## config.mk

```make
export PLATFORM = sky130hd
export DESIGN_NAME = uart_tx_arbiter
export DESIGN_NICKNAME = d
export VERILOG_FILES = /design/src/rtl/uart_pkg.sv /design/src/rtl/rr_priority_pick.sv /design/src/rtl/uart_tx_arbiter.sv
export SDC_FILE = /design/constraint.sdc
export NUM_CORES = 1
export LEC_CHECK = 0
export CAP_MARGIN = 25
export CELL_PAD_IN_SITES_DETAIL_PLACEMENT = 1
export CELL_PAD_IN_SITES_GLOBAL_PLACEMENT = 1
export CORE_ASPECT_RATIO = 0.75
export CORE_MARGIN = 10
export CORE_UTILIZATION = 51
export DETAILED_ROUTE_END_ITERATION = 10
export DONT_BUFFER_PORTS = 1
export GPL_ROUTABILITY_DRIVEN = 0
export PLACE_DENSITY_LB_ADDON = 0.12
export SLEW_MARGIN = 20
export SYNTH_ARGS = -nofsm -noshare
export SYNTH_HDL_FRONTEND = slang
export SYNTH_SLANG_ARGS = --single-unit
```

## constraint.sdc

```tcl
create_clock -name clk -period 4.2 [get_ports clk]
set_clock_uncertainty 0.2 [all_clocks]
set_input_delay 1.05 -clock clk [delete_from_list [all_inputs] [get_ports clk]]
set_output_delay 1.05 -clock clk [all_outputs]
set_load 0.03 [all_outputs]
```

## src/rtl/uart_pkg.sv

```systemverilog
// -----------------------------------------------------------------------------
// uart_pkg
// Shared definitions for the UART transmit path: default bit timing and the
// state encoding used by the transmit arbiter. The Transmitter and any future
// receiver import the same defaults so their dividers cannot drift apart.
// -----------------------------------------------------------------------------
package uart_pkg;

    // Default bit timing; the divider must match the Transmitter's divider.
    localparam int CLKS_PER_BIT_DEFAULT = 5208;
    localparam int FRAME_BITS_DEFAULT   = 10;   // start + 8 data + stop

    // Arbiter state encoding, kept as plain constants for legacy tools.
    typedef logic [1:0] uart_state_t;

    localparam uart_state_t ST_IDLE  = 2'd0;
    localparam uart_state_t ST_START = 2'd1;
    localparam uart_state_t ST_SEND  = 2'd2;
    localparam uart_state_t ST_GAP   = 2'd3;

endpackage

```

## src/rtl/rr_priority_pick.sv

```systemverilog
// -----------------------------------------------------------------------------
// rr_priority_pick
// Combinational round-robin selector. Returns the first asserted request found
// when searching rr_ptr, rr_ptr+1, ... wrapping modulo NUM_REQ.
// Ports:
//   req     in   NUM_REQ          request vector
//   rr_ptr  in   $clog2(NUM_REQ)  index with highest priority this round
//   valid   out  1                at least one request is asserted
//   idx     out  $clog2(NUM_REQ)  selected requester (0 when valid is low)
// -----------------------------------------------------------------------------
module rr_priority_pick #(
    parameter int NUM_REQ = 4
) (
    input  logic [NUM_REQ-1:0]         req,
    input  logic [$clog2(NUM_REQ)-1:0] rr_ptr,
    output logic                       valid,
    output logic [$clog2(NUM_REQ)-1:0] idx
);

    localparam int IDX_W = $clog2(NUM_REQ);

    int pos;

    // Walk the search order backwards so the nearest request to rr_ptr is
    // the last one written and therefore wins.
    always_comb begin
        valid = 1'b0;
        idx   = '0;
        pos   = 0;
        for (int k = NUM_REQ - 1; k >= 0; k--) begin
            pos = (int'(rr_ptr) + k) % NUM_REQ;
            if (req[pos[IDX_W-1:0]]) begin
                valid = 1'b1;
                idx   = pos[IDX_W-1:0];
            end
        end
    end

endmodule

```

## src/rtl/uart_tx_arbiter.sv

```systemverilog
// -----------------------------------------------------------------------------
// uart_tx_arbiter
// Round-robin arbiter sharing one UART Transmitter among NUM_REQ byte sources.
// A granted byte is latched and handed to the Transmitter with a one-cycle
// strobe; the grant is then held for one full frame plus GAP_BITS idle bit
// times, counted locally so no busy feedback from the Transmitter is needed.
// Ports:
//   clk       in   1                system clock
//   rst_n     in   1                asynchronous active-low reset
//   req       in   NUM_REQ          per-source level request, held until ack
//   req_data  in   NUM_REQ*DATA_W   byte of source i at [i*DATA_W +: DATA_W]
//   ack       out  NUM_REQ          one-cycle pulse: byte of source i accepted
//   tx_start  out  1                one-cycle strobe to Transmitter.Transmit
//   tx_data   out  DATA_W           byte to Transmitter.data, held for the frame
//   busy      out  1                high whenever the FSM is not idle
//   grant_id  out  $clog2(NUM_REQ)  current or most recent granted source
// -----------------------------------------------------------------------------
module uart_tx_arbiter
    import uart_pkg::*;
#(
    parameter int NUM_REQ      = 4,
    parameter int DATA_W       = 8,
    parameter int CLKS_PER_BIT = CLKS_PER_BIT_DEFAULT,
    parameter int FRAME_BITS   = FRAME_BITS_DEFAULT,
    parameter int GAP_BITS     = 1
) (
    input  logic                        clk,
    input  logic                        rst_n,
    input  logic [NUM_REQ-1:0]          req,
    input  logic [NUM_REQ*DATA_W-1:0]   req_data,
    output logic [NUM_REQ-1:0]          ack,
    output logic                        tx_start,
    output logic [DATA_W-1:0]           tx_data,
    output logic                        busy,
    output logic [$clog2(NUM_REQ)-1:0]  grant_id
);

    localparam int IDX_W      = $clog2(NUM_REQ);
    localparam int FRAME_CLKS = CLKS_PER_BIT * FRAME_BITS;
    localparam int GAP_CLKS   = CLKS_PER_BIT * GAP_BITS;
    localparam int CNT_W      = (FRAME_CLKS > 1) ? $clog2(FRAME_CLKS) : 1;

    localparam logic [CNT_W-1:0]   FRAME_LOAD = CNT_W'(FRAME_CLKS - 1);
    localparam logic [CNT_W-1:0]   GAP_LOAD   = CNT_W'((GAP_CLKS > 0) ? GAP_CLKS - 1 : 0);
    localparam logic [CNT_W-1:0]   CNT_ONE    = CNT_W'(1);
    localparam logic [NUM_REQ-1:0] REQ_ONE    = NUM_REQ'(1);
    localparam logic [IDX_W-1:0]   IDX_ONE    = IDX_W'(1);
    localparam logic [IDX_W-1:0]   IDX_LAST   = IDX_W'(NUM_REQ - 1);

    // The shared counter is sized for the frame; a longer gap cannot be held.
    if (GAP_CLKS > FRAME_CLKS) begin : g_gap_too_wide
        $error("uart_tx_arbiter: GAP_BITS*CLKS_PER_BIT exceeds the frame counter range");
    end
    if (NUM_REQ < 2) begin : g_too_few_req
        $error("uart_tx_arbiter: NUM_REQ must be at least 2");
    end

    uart_state_t        state;
    logic [CNT_W-1:0]   cnt;
    logic [IDX_W-1:0]   rr_ptr;
    logic               pick_vld;
    logic [IDX_W-1:0]   pick_idx;

    rr_priority_pick #(
        .NUM_REQ (NUM_REQ)
    ) u_pick (
        .req    (req),
        .rr_ptr (rr_ptr),
        .valid  (pick_vld),
        .idx    (pick_idx)
    );

    // The frame counter is loaded on the grant edge and already counts during
    // START, so START plus SEND span exactly one frame measured from tx_start.
    always_ff @(posedge clk or negedge rst_n) begin
        if (!rst_n) begin
            state    <= ST_IDLE;
            cnt      <= '0;
            rr_ptr   <= '0;
            ack      <= '0;
            tx_start <= 1'b0;
            tx_data  <= '0;
            busy     <= 1'b0;
            grant_id <= '0;
        end else begin
            ack      <= '0;
            tx_start <= 1'b0;
            case (state)
                ST_IDLE: begin
                    if (pick_vld) begin
                        tx_data  <= req_data[pick_idx*DATA_W +: DATA_W];
                        grant_id <= pick_idx;
                        ack      <= REQ_ONE << pick_idx;
                        tx_start <= 1'b1;
                        cnt      <= FRAME_LOAD;
                        busy     <= 1'b1;
                        state    <= ST_START;
                    end
                end
                ST_START: begin
                    cnt    <= cnt - CNT_ONE;
                    rr_ptr <= (grant_id == IDX_LAST) ? '0 : grant_id + IDX_ONE;
                    state  <= ST_SEND;
                end
                ST_SEND: begin
                    if (cnt == '0) begin
                        if (GAP_BITS == 0) begin
                            busy  <= 1'b0;
                            state <= ST_IDLE;
                        end else begin
                            cnt   <= GAP_LOAD;
                            state <= ST_GAP;
                        end
                    end else begin
                        cnt <= cnt - CNT_ONE;
                    end
                end
                ST_GAP: begin
                    if (cnt == '0) begin
                        busy  <= 1'b0;
                        state <= ST_IDLE;
                    end else begin
                        cnt <= cnt - CNT_ONE;
                    end
                end
                default: begin
                    busy  <= 1'b0;
                    state <= ST_IDLE;
                end
            endcase
        end
    end

endmodule

```

Word-level counts from Yosys, hierarchy flattened. Cells that the tools add are included.

Flip-flop bits (word level): 36. Input bits: 38. Word-level logic and storage cells: 66. Output and inout port bits: 16.

Add/subtract/negate cells: 5. Magnitude comparators: 4. Shift-type cells: 2. Mux-type cells: 32. Reduce and logical (&&, ||, !) cells: 7. Eq/ne operators: 8.

Operator list (count): case mux 16 bit (4 select lines) (1); 2-to-1 mux 16 bit (3); indexed part select 32 x 6 -> 8 bit (1); zero test 16 bit (1); 2-to-1 mux 2 bit (8); subtractor 16 x 1 -> 16 bit (second input constant) (1); less-than comparator 2 x 3 -> 1 bit (second input constant) (4); 2-to-1 mux 1 bit (12); binary-select mux 1 bit (select 2 bit) (4); 2-to-1 mux 4 bit (2); inequality test 2 bit (second input constant) (4); case mux 2 bit (4 select lines) (1); == test 2 bit (second input constant) (3); AND reduction 3 bit (2); adder 2 x 1 -> 2 bit (second input constant) (2); adder 2 bit (second input constant) (2); AND reduction 2 bit (2); << shifter 1 x 2 -> 4 bit (first input constant) (1); == test 2 x 1 -> 1 bit (second input constant) (1); zero test 2 bit (1); case mux 1 bit (2 select lines) (1); nonzero test 2 bit (1).

Logic depth before layout (Yosys ltp). Gate-level depths: netlist of the first run.

Depth in word-level cells: 10. Mapped depth: 9. Gate-level depth less buffers: 7.

Modules after synthesis. A second synthesis of the first run with hierarchy kept.

Cells, all modules: 217. Area total of the unflattened synthesis: 2152.1 um2.

By module, submodules not included: uart_tx_arbiter (sequential area each 900.9 um2, cells an instance 204, instances 1, area an instance 2074.5 um2); rr_priority_pick (sequential area each 0.0 um2, cells an instance 13, instances 1, area an instance 77.6 um2).

Worst setup path after synthesis of the first run. No wires, ideal clock.

Kind: input-to-reg. Start: in req[3]. End: reg tx_data[0]. Slack: 1.527 ns. Cell stages on the path: 6. Buffers on the path: 2. Required time: 3.906 ns. Setup time: 0.094 ns. Arrival time: 2.379 ns. Cell sequence: clkbuf_1 a21oi_1 a311o_1 clkbuf_1 a211oi_1 a211oi_1.

Word-level cells in the longest chain between the ends: 7. Elaborated cells on any way between the ends: 18. Classes of those cells: shift: 1; mux: 16; reduce/logical: 1.

RTL lines: start, declared (RTL line uart_tx_arbiter.sv:29) `input logic [NUM_REQ-1:0] req,`; binary-select mux 1 bit (select 2 bit) (RTL line rr_priority_pick.sv:32) `if (req[pos[IDX_W-1:0]]) begin`; 2-to-1 mux 1 bit (not written as such) (RTL line rr_priority_pick.sv:32); 2-to-1 mux 2 bit or 2-to-1 mux 1 bit (tied branches) (4 in series) (RTL line rr_priority_pick.sv:32); indexed part select 32 x 6 -> 8 bit or AND reduction 2 bit (tied branches); end signal, assigned (RTL line uart_tx_arbiter.sv:91) `tx_data <= req_data[pick_idx*DATA_W +: DATA_W];`; end, declared (RTL line uart_tx_arbiter.sv:33) `output logic [DATA_W-1:0] tx_data,`.

Parallel ways exist; a longest one is shown, timed or not. The select of a mux whose other input is x is not followed. A chain may end at the register's enable or synchronous reset.

Worst setup path after layout of the first run.
Start: reg cnt[0]. End: reg cnt[5].

Word-level cells in the longest chain between the ends: 3. Elaborated cells on any way between the ends: 7. Classes of those cells: add/sub: 1; eq/ne: 1; mux: 3; reduce/logical: 2.

RTL lines: start, declared (RTL line uart_tx_arbiter.sv:59) `logic [CNT_W-1:0] cnt;`; start signal, assigned (RTL line uart_tx_arbiter.sv:101) `cnt <= cnt - CNT_ONE;`; start signal, assigned (RTL line uart_tx_arbiter.sv:115) `cnt <= cnt - CNT_ONE;`; start signal, assigned (RTL line uart_tx_arbiter.sv:123) `cnt <= cnt - CNT_ONE;`; subtractor 16 x 1 -> 16 bit or zero test 16 bit (tied branches); 2-to-1 mux 16 bit (tied with other cells) (RTL line uart_tx_arbiter.sv:119) `if (cnt == '0) begin`; case mux 16 bit (4 select lines) or AND reduction 2 bit (tied branches).

Parallel ways exist; a longest one is shown, timed or not. The select of a mux whose other input is x is not followed.

==> run summary, run 1 <==
share of the synthesized area in compound gates (AO/OA/AOI/OAI): 0.2335
cell count after placement: 286
actual slew at the worst max-slew pin: 0.9760 ns
period utilization: 0.7566
total track usage: 0.1747
setup tns final: 0 ns
root cell of the clock tree: sky130_fd_sc_hd__clkbuf_8
post-synthesis cell count: 242
post-synthesis share of cell area spent on xor and xnor gates: 0.003977
clock-pin transition on the worst setup and hold timing paths: 0.08 ns
number of antenna repair diodes: 0
required time reported for the critical path endpoint: 4.18 ns
distinct cell type count of the synthesized netlist: 50
FF+latch count, synth: 36
termination of the worst setup path: cnt[5]$_DFFE_PN0P_
worst reg2reg startpoint: cnt[0]$_DFFE_PN0P_
WP data arrival: 3.16 ns
maximum resistive drop on vdd: 0.1625 mV
total setup violations reported at the end of the flow: 0
CP Launch Point: cnt[0]$_DFFE_PN0P_
number of DRC markers after the initial detailed-route iteration: 96
post-route ant nets: 0
clock tree from TritonCTS: built
Placed Area: 0.002208 mm²
final hold slack: 0.2375 ns
terminus of the critical flop-to-flop path: cnt[5]$_DFFE_PN0P_
run status: finished, final reports clean
number of iterations in the first detailed-routing pass: 4
cells along the critical path: inv_1, ha_1, or4b_2, or4_4, a211oi_2, a31oi_1, o22a_1
average vias per placed instance: 6.456
adder and majority gate portion of the synthesized area: 0.03977
Setup CP Type: reg -> reg
number of cells upsized or downsized after cts: 0
Top FF cell, synth: sky130_fd_sc_hd__dfrtp_1
# DRC: 0
number of antenna violations at the first check in global routing: 0
num ports: 54
CTS Buf Count: 5
syn_nets: 287
worst relative slew slack: 0.3493
cell type group with the largest total delay on the critical path: simple AND/OR/NAND/NOR gates
post-synthesis instance area: 0.002202 mm²
number of enable-type register cells in the synthesized netlist: 0
via count: 1898
total power after layout: 0.7088 mW
Die Footprint: 0.007373 mm²
average instance area after synthesis: 9.100 µm²
simple-gate area share of the yosys netlist: 0.2136
Final Slew Violations: 0
worst-skew pair later-pin latency: 0.30 ns
worst setup slack for register-to-register paths: 1.02 ns
vias in the first global route: 1964
sum of net half-perimeters after detailed placement: 4.695 mm
total count of hold-check failures in the final report: 0
Total Nets Final: 283
post-DR wirelength/cell: 21.73 µm
number of setup buffers added after CTS: 0
pre-CTS setup slack: 0.9074 ns
dominant combinational cell family by area after synthesis: compound AO/OA/AOI/OAI gates
Die X-Extent: 95.88 µm
top library cells by usage in the layout, fill and taps aside: sky130_fd_sc_hd__dfrtp_1, sky130_fd_sc_hd__nor2_1, sky130_fd_sc_hd__nand2_1, sky130_fd_sc_hd__a211oi_1
H-tree depth: 2
highest clock rate: 0.3147 GHz
wire length of the first global-routing pass: 10.32 mm
Setup crit start kind: register
final wirelength: 6.390 mm
number of rows in the core area: 20
Chip Height: 76.91 µm
Hold Crit Class: in -> async
multiplexer share of the synthesized area: 0.05114
maximum fanout encountered on the critical timing path: 11
fin crit period: 3.178 ns
maximum number of pins on one net before global-route repair: 37
leading cell type in the layout, fill and taps excluded: sky130_fd_sc_hd__dfrtp_1
global-route congestion overflow total: 0
buffers plus inverters on the worst setup path: 1
CP endpoint kind: register
signed area change from the synthesized netlist to the final layout: 6.023%
Worst path max stage delay: 0.62 ns
number of cells on the critical path: 7
number of clock sinks: 36
R2R depth: 7
final standard cell count with taps included and fillers excluded: 294
leakage power summed over all cells: 0.9863 nW
cell with the biggest individual delay on the critical path: sky130_fd_sc_hd__or4_4
Core Util, Final: 0.5689
area inside the core boundary: 0.004104 mm²
area of all placed cells without fillers: 0.002335 mm²
number of hold buffers added after CTS: 0
fraction of layout cells with a size suffix above 1: 0.08787
Max Root-Sink Buffers: 2
min setup slack post-route: 1.022 ns
Seq/Total Area, Yosys: 0.4091
share of async-settable or async-resettable flops after synthesis: 1.000
Synth Warn #: 0
max-cap violation count: 0
PortBufs: 0
power density over the cells: 303.6 mW/mm²
setup repair after global routing missed its margin: false
initial core utilization: 0.5366
power by group:
group          internal, mW  switching, mW
Clock                 0.210          0.131
Combinational       0.00932         0.0123
Sequential            0.346              0
Total                 0.565          0.143
cell usage after synthesis, types with 2 or more instances:
cell type                  instances  area, µm²
sky130_fd_sc_hd__a211oi_1         18      135.1
sky130_fd_sc_hd__a21oi_1          16      80.08
sky130_fd_sc_hd__a31oi_1           2      12.51
sky130_fd_sc_hd__buf_2             2      10.01
sky130_fd_sc_hd__buf_6             2      22.52
sky130_fd_sc_hd__clkbuf_1          6      22.52
sky130_fd_sc_hd__dfrtp_1          36      900.9
sky130_fd_sc_hd__ha_1              7      87.58
sky130_fd_sc_hd__inv_1            10      37.54
sky130_fd_sc_hd__inv_2             2      7.510
sky130_fd_sc_hd__mux2i_1           9      90.09
sky130_fd_sc_hd__nand2_1          20      75.07
sky130_fd_sc_hd__nand2b_1          4      25.02
sky130_fd_sc_hd__nor2_1           25      93.84
sky130_fd_sc_hd__nor3_1           16      80.08
sky130_fd_sc_hd__nor4_1           11      68.82
sky130_fd_sc_hd__o21a_1            5      37.54
sky130_fd_sc_hd__o21ai_0           2      10.01
sky130_fd_sc_hd__o21ai_1           9      45.04
sky130_fd_sc_hd__o22a_1            5      43.79
sky130_fd_sc_hd__o311ai_1          2      17.52
sky130_fd_sc_hd__or3_1             4      25.02
sky130_fd_sc_hd__or4_1             2      15.01
worst reg2reg max path, delay by kind of cell (launching register included):
family / cells / cell delay [ns]
buffers and inverters: 1 / 0.14
flip-flops: 1 / 0.42
AND/OR/NAND/NOR: 2 / 1.22
adder cells (fa/ha/maj): 1 / 0.19
AO/OA/AOI/OAI: 3 / 0.92
area by class of cell:
| type | count | area (µm²) |
|---|---|---|
| multi-input combinational | 183 | 1194 |
| inverter | 12 | 45.04 |
| tap | 55 | 68.82 |
| clock inverter | 1 | 30.03 |
| sequential | 36 | 900.9 |
| fill | 479 | 1769 |
| clock buffer | 7 | 96.34 |
per-layer routing:
metal  track usage  vias to the layer above  share of wire
met1        0.2252                      953           0.44
met5             0                        -              0
li1              -                      885              -
met2        0.2709                       53           0.48
met4       0.05000                        0         0.0099
met3       0.05545                        7          0.069
registers in the layout (all words and copies together) (netlist names):
name      flops
cnt          16
tx_data       8
ack           4
grant_id      2
rr_ptr        2
state         2
busy          1
tx_start      1
cell families after synthesis:
logic type,Yosys count
mux,11
flops,36
compound gates,72
simple gates,92
buf+inv,23
fa+ha+maj,7
xor+xnor,1
how the worst min path moves through the flow:
stage,startpoint,to,slack (ns),cells after the start
after floorplan,cnt[15]$_DFFE_PN0P_,cnt[15]$_DFFE_PN0P_,0.27,1
after global placement,cnt[15]$_DFFE_PN0P_,cnt[15]$_DFFE_PN0P_,0.30,1
after detailed placement,cnt[15]$_DFFE_PN0P_,cnt[15]$_DFFE_PN0P_,0.32,1
after CTS,rst_n,tx_data[5]$_DFFE_PN0P_,0.23,0
after global routing,rst_n,cnt[15]$_DFFE_PN0P_,0.22,0
final,rst_n,cnt[13]$_DFFE_PN0P_,0.24,0
Note: power is estimated with default switching activity, not from simulation.
==> inputs of run 2 (changes only) <==
--- a/config.mk
+++ b/config.mk
@@ -10,7 +10,7 @@
 export CELL_PAD_IN_SITES_GLOBAL_PLACEMENT = 1
 export CORE_ASPECT_RATIO = 0.75
 export CORE_MARGIN = 10
-export CORE_UTILIZATION = 51
+export CORE_UTILIZATION = 47
 export DETAILED_ROUTE_END_ITERATION = 10
 export DONT_BUFFER_PORTS = 1
 export GPL_ROUTABILITY_DRIVEN = 0
==> constraint.sdc (replaced) <==
create_clock -name clk -period 3.3 [get_ports clk]
set_clock_uncertainty 0.2 [all_clocks]
set_input_delay 0.825 -clock clk [delete_from_list [all_inputs] [get_ports clk]]
set_output_delay 0.825 -clock clk [all_outputs]
set_load 0.03 [all_outputs]
==> run 2 against run 1 <==
- non-clock buffer count up 6
- fmax up 3.7%
- sequential cell count unchanged
- critical path type unchanged
- critical endpoint is now cnt[7]$_DFFE_PN0P_
- highest routed layer unchanged
==> run summary, run 2 (synthesized netlist as in run 1, its figures left out) <==
Die X-Extent: 99.04 µm
number of rows in the core area: 21
final hold slack: 0.02548 ns
global-route congestion overflow total: 0
number of clock sinks: 36
total count of hold-check failures in the final report: 0
# DRC: 0
fill cell count: 543
Most flops, register: cnt
most heavily used metal layer in global routing: met2
post-route ant nets: 0
number of antenna repair diodes: 0
period utilization: 0.9281
required time reported for the critical path endpoint: 3.28 ns
pre-CTS setup slack: 0.2705 ns
fraction of met2 tracks used by global routing: 0.2786
WP data arrival: 3.04 ns
CP endpoint kind: register
Total Nets Final: 289
cell type group with the largest total delay on the critical path: simple AND/OR/NAND/NOR gates
wire length of the first global-routing pass: 10.47 mm
cells along the critical path: inv_1, ha_1, or4b_2, or4_4, a211oi_2, o311ai_1, o21a_1
Setup CP Type: reg -> reg
total track usage: 0.1643
fin crit period: 3.063 ns
via count: 1901
maximum resistive drop on vdd: 0.2052 mV
leading cell type in the layout, fill and taps excluded: sky130_fd_sc_hd__dfrtp_1
biggest registers after layout: cnt (16), tx_data (8), ack (4)
met1 track utilization from global routing: 0.1910
cell with the biggest individual delay on the critical path: sky130_fd_sc_hd__or4_4
area inside the core boundary: 0.004493 mm²
flip-flop count of the largest register, all copies and words added: 16
Max Root-Sink Buffers: 2
Setup crit start kind: register
power density over the cells: 345.7 mW/mm²
Chip Height: 79.28 µm
initial core utilization: 0.4901
PortBufs: 0
fraction of layout cells with a size suffix above 1: 0.1025
num ports: 54
clock-pin transition on the worst setup and hold timing paths: 0.07 ns
top library cells by usage in the layout, fill and taps aside: sky130_fd_sc_hd__dfrtp_1, sky130_fd_sc_hd__nor2_1, sky130_fd_sc_hd__nand2_1, sky130_fd_sc_hd__a211oi_1
met3 demand-to-capacity share in global routing: 0.05190
CTS Buf Count: 5
number of setup buffers added after CTS: 0
total setup violations reported at the end of the flow: 0
vias in the first global route: 1977
maximum fanout encountered on the critical timing path: 11
Final Slew Violations: 0
average vias per placed instance: 6.316
setup tns final: 0 ns
number of DRC markers after the initial detailed-route iteration: 102
maximum number of pins on one net before global-route repair: 37
Die Footprint: 0.007852 mm²
run status: finished, final reports clean
area of all placed cells without fillers: 0.002359 mm²
Hold Crit Class: in -> async
worst relative slew slack: 0.2959
final wirelength: 6.782 mm
clock tree from TritonCTS: built
H-tree depth: 2
min setup slack post-route: 0.2371 ns
highest clock rate: 0.3265 GHz
signed area change from the synthesized netlist to the final layout: 7.102%
actual slew at the worst max-slew pin: 1.056 ns
buffers plus inverters on the worst setup path: 1
max-cap violation count: 0
Worst path max stage delay: 0.61 ns
leakage power summed over all cells: 1.004 nW
sum of net half-perimeters after detailed placement: 4.989 mm
number of iterations in the first detailed-routing pass: 4
post-DR wirelength/cell: 22.53 µm
root cell of the clock tree: sky130_fd_sc_hd__clkbuf_8
worst-skew pair later-pin latency: 0.29 ns
number of antenna violations at the first check in global routing: 0
setup repair after global routing missed its margin: false
Placed Area: 0.002241 mm²
==> run 2: cell count changes in the layout (fill, tap and decap cells not counted), sizes merged <==
cell	before	now
bufinv	1	0
buf	0	5
dlygate4sd3	0	1
==> run 2: report_power, final <==
group / internal (mW) / switching, mW
clock: 0.186 / 0.155
combinational: 0.0148 / 0.0183
sequential: 0.441 / 0
total: 0.642 / 0.173
==> run 2: worst paths after layout <==
kind / to / slack [ns] / start / depth (start not counted)
worst max-delay path: cnt[7]$_DFFE_PN0P_ / 0.24 / cnt[0]$_DFFE_PN0P_ / 7
worst min-delay path: cnt[13]$_DFFE_PN0P_ / 0.03 / rst_n / 0
worst min register to register: cnt[6]$_DFFE_PN0P_ / 0.35 / cnt[6]$_DFFE_PN0P_ / 1
max in group asynchronous: grant_id[1]$_DFFE_PN0P_ / 2.02 / rst_n / 1
min in group clk: cnt[6]$_DFFE_PN0P_ / 0.35 / cnt[6]$_DFFE_PN0P_ / 1
worst max register to register: cnt[7]$_DFFE_PN0P_ / 0.24 / cnt[0]$_DFFE_PN0P_ / 7
==> run 2: layout make-up <==
| cell class | count | area [µm²] | area share |
|---|---|---|---|
| inverter | 12 | 45.04 | 0.01910 |
| multi-input combinational | 183 | 1194 | 0.5061 |
| tap | 57 | 71.32 | 0.03024 |
| timing repair buffer | 6 | 51.30 | 0.02175 |
| clock buffer | 7 | 96.34 | 0.04085 |
| sequential | 36 | 900.9 | 0.3820 |
==> run 2: through the flow <==
step                utilization  power, mW  cells
finish                   0.5249     0.8152    301
global route             0.5249     0.8501    301
CTS                      0.5202     0.8189    299
detailed placement       0.4987     0.4785    292
global placement         0.4987     0.4770    292
floorplan                     -     0.4739    242
==> run 2: metal layers <==
layer,vias up,wire length [µm]
met5,-,0
met4,0,127
met3,15,416
met2,54,3391
met1,931,2846
li1,901,-
==> run 2: what timing repair did <==
| item | in CTS | in global routing |
|---|---|---|
| endpoints found under the setup margin | 0 | 0 |
| endpoints found under the hold margin | 0 | 7 |
| hold buffers | 0 | 1 |
| resized for setup | 0 | 0 |
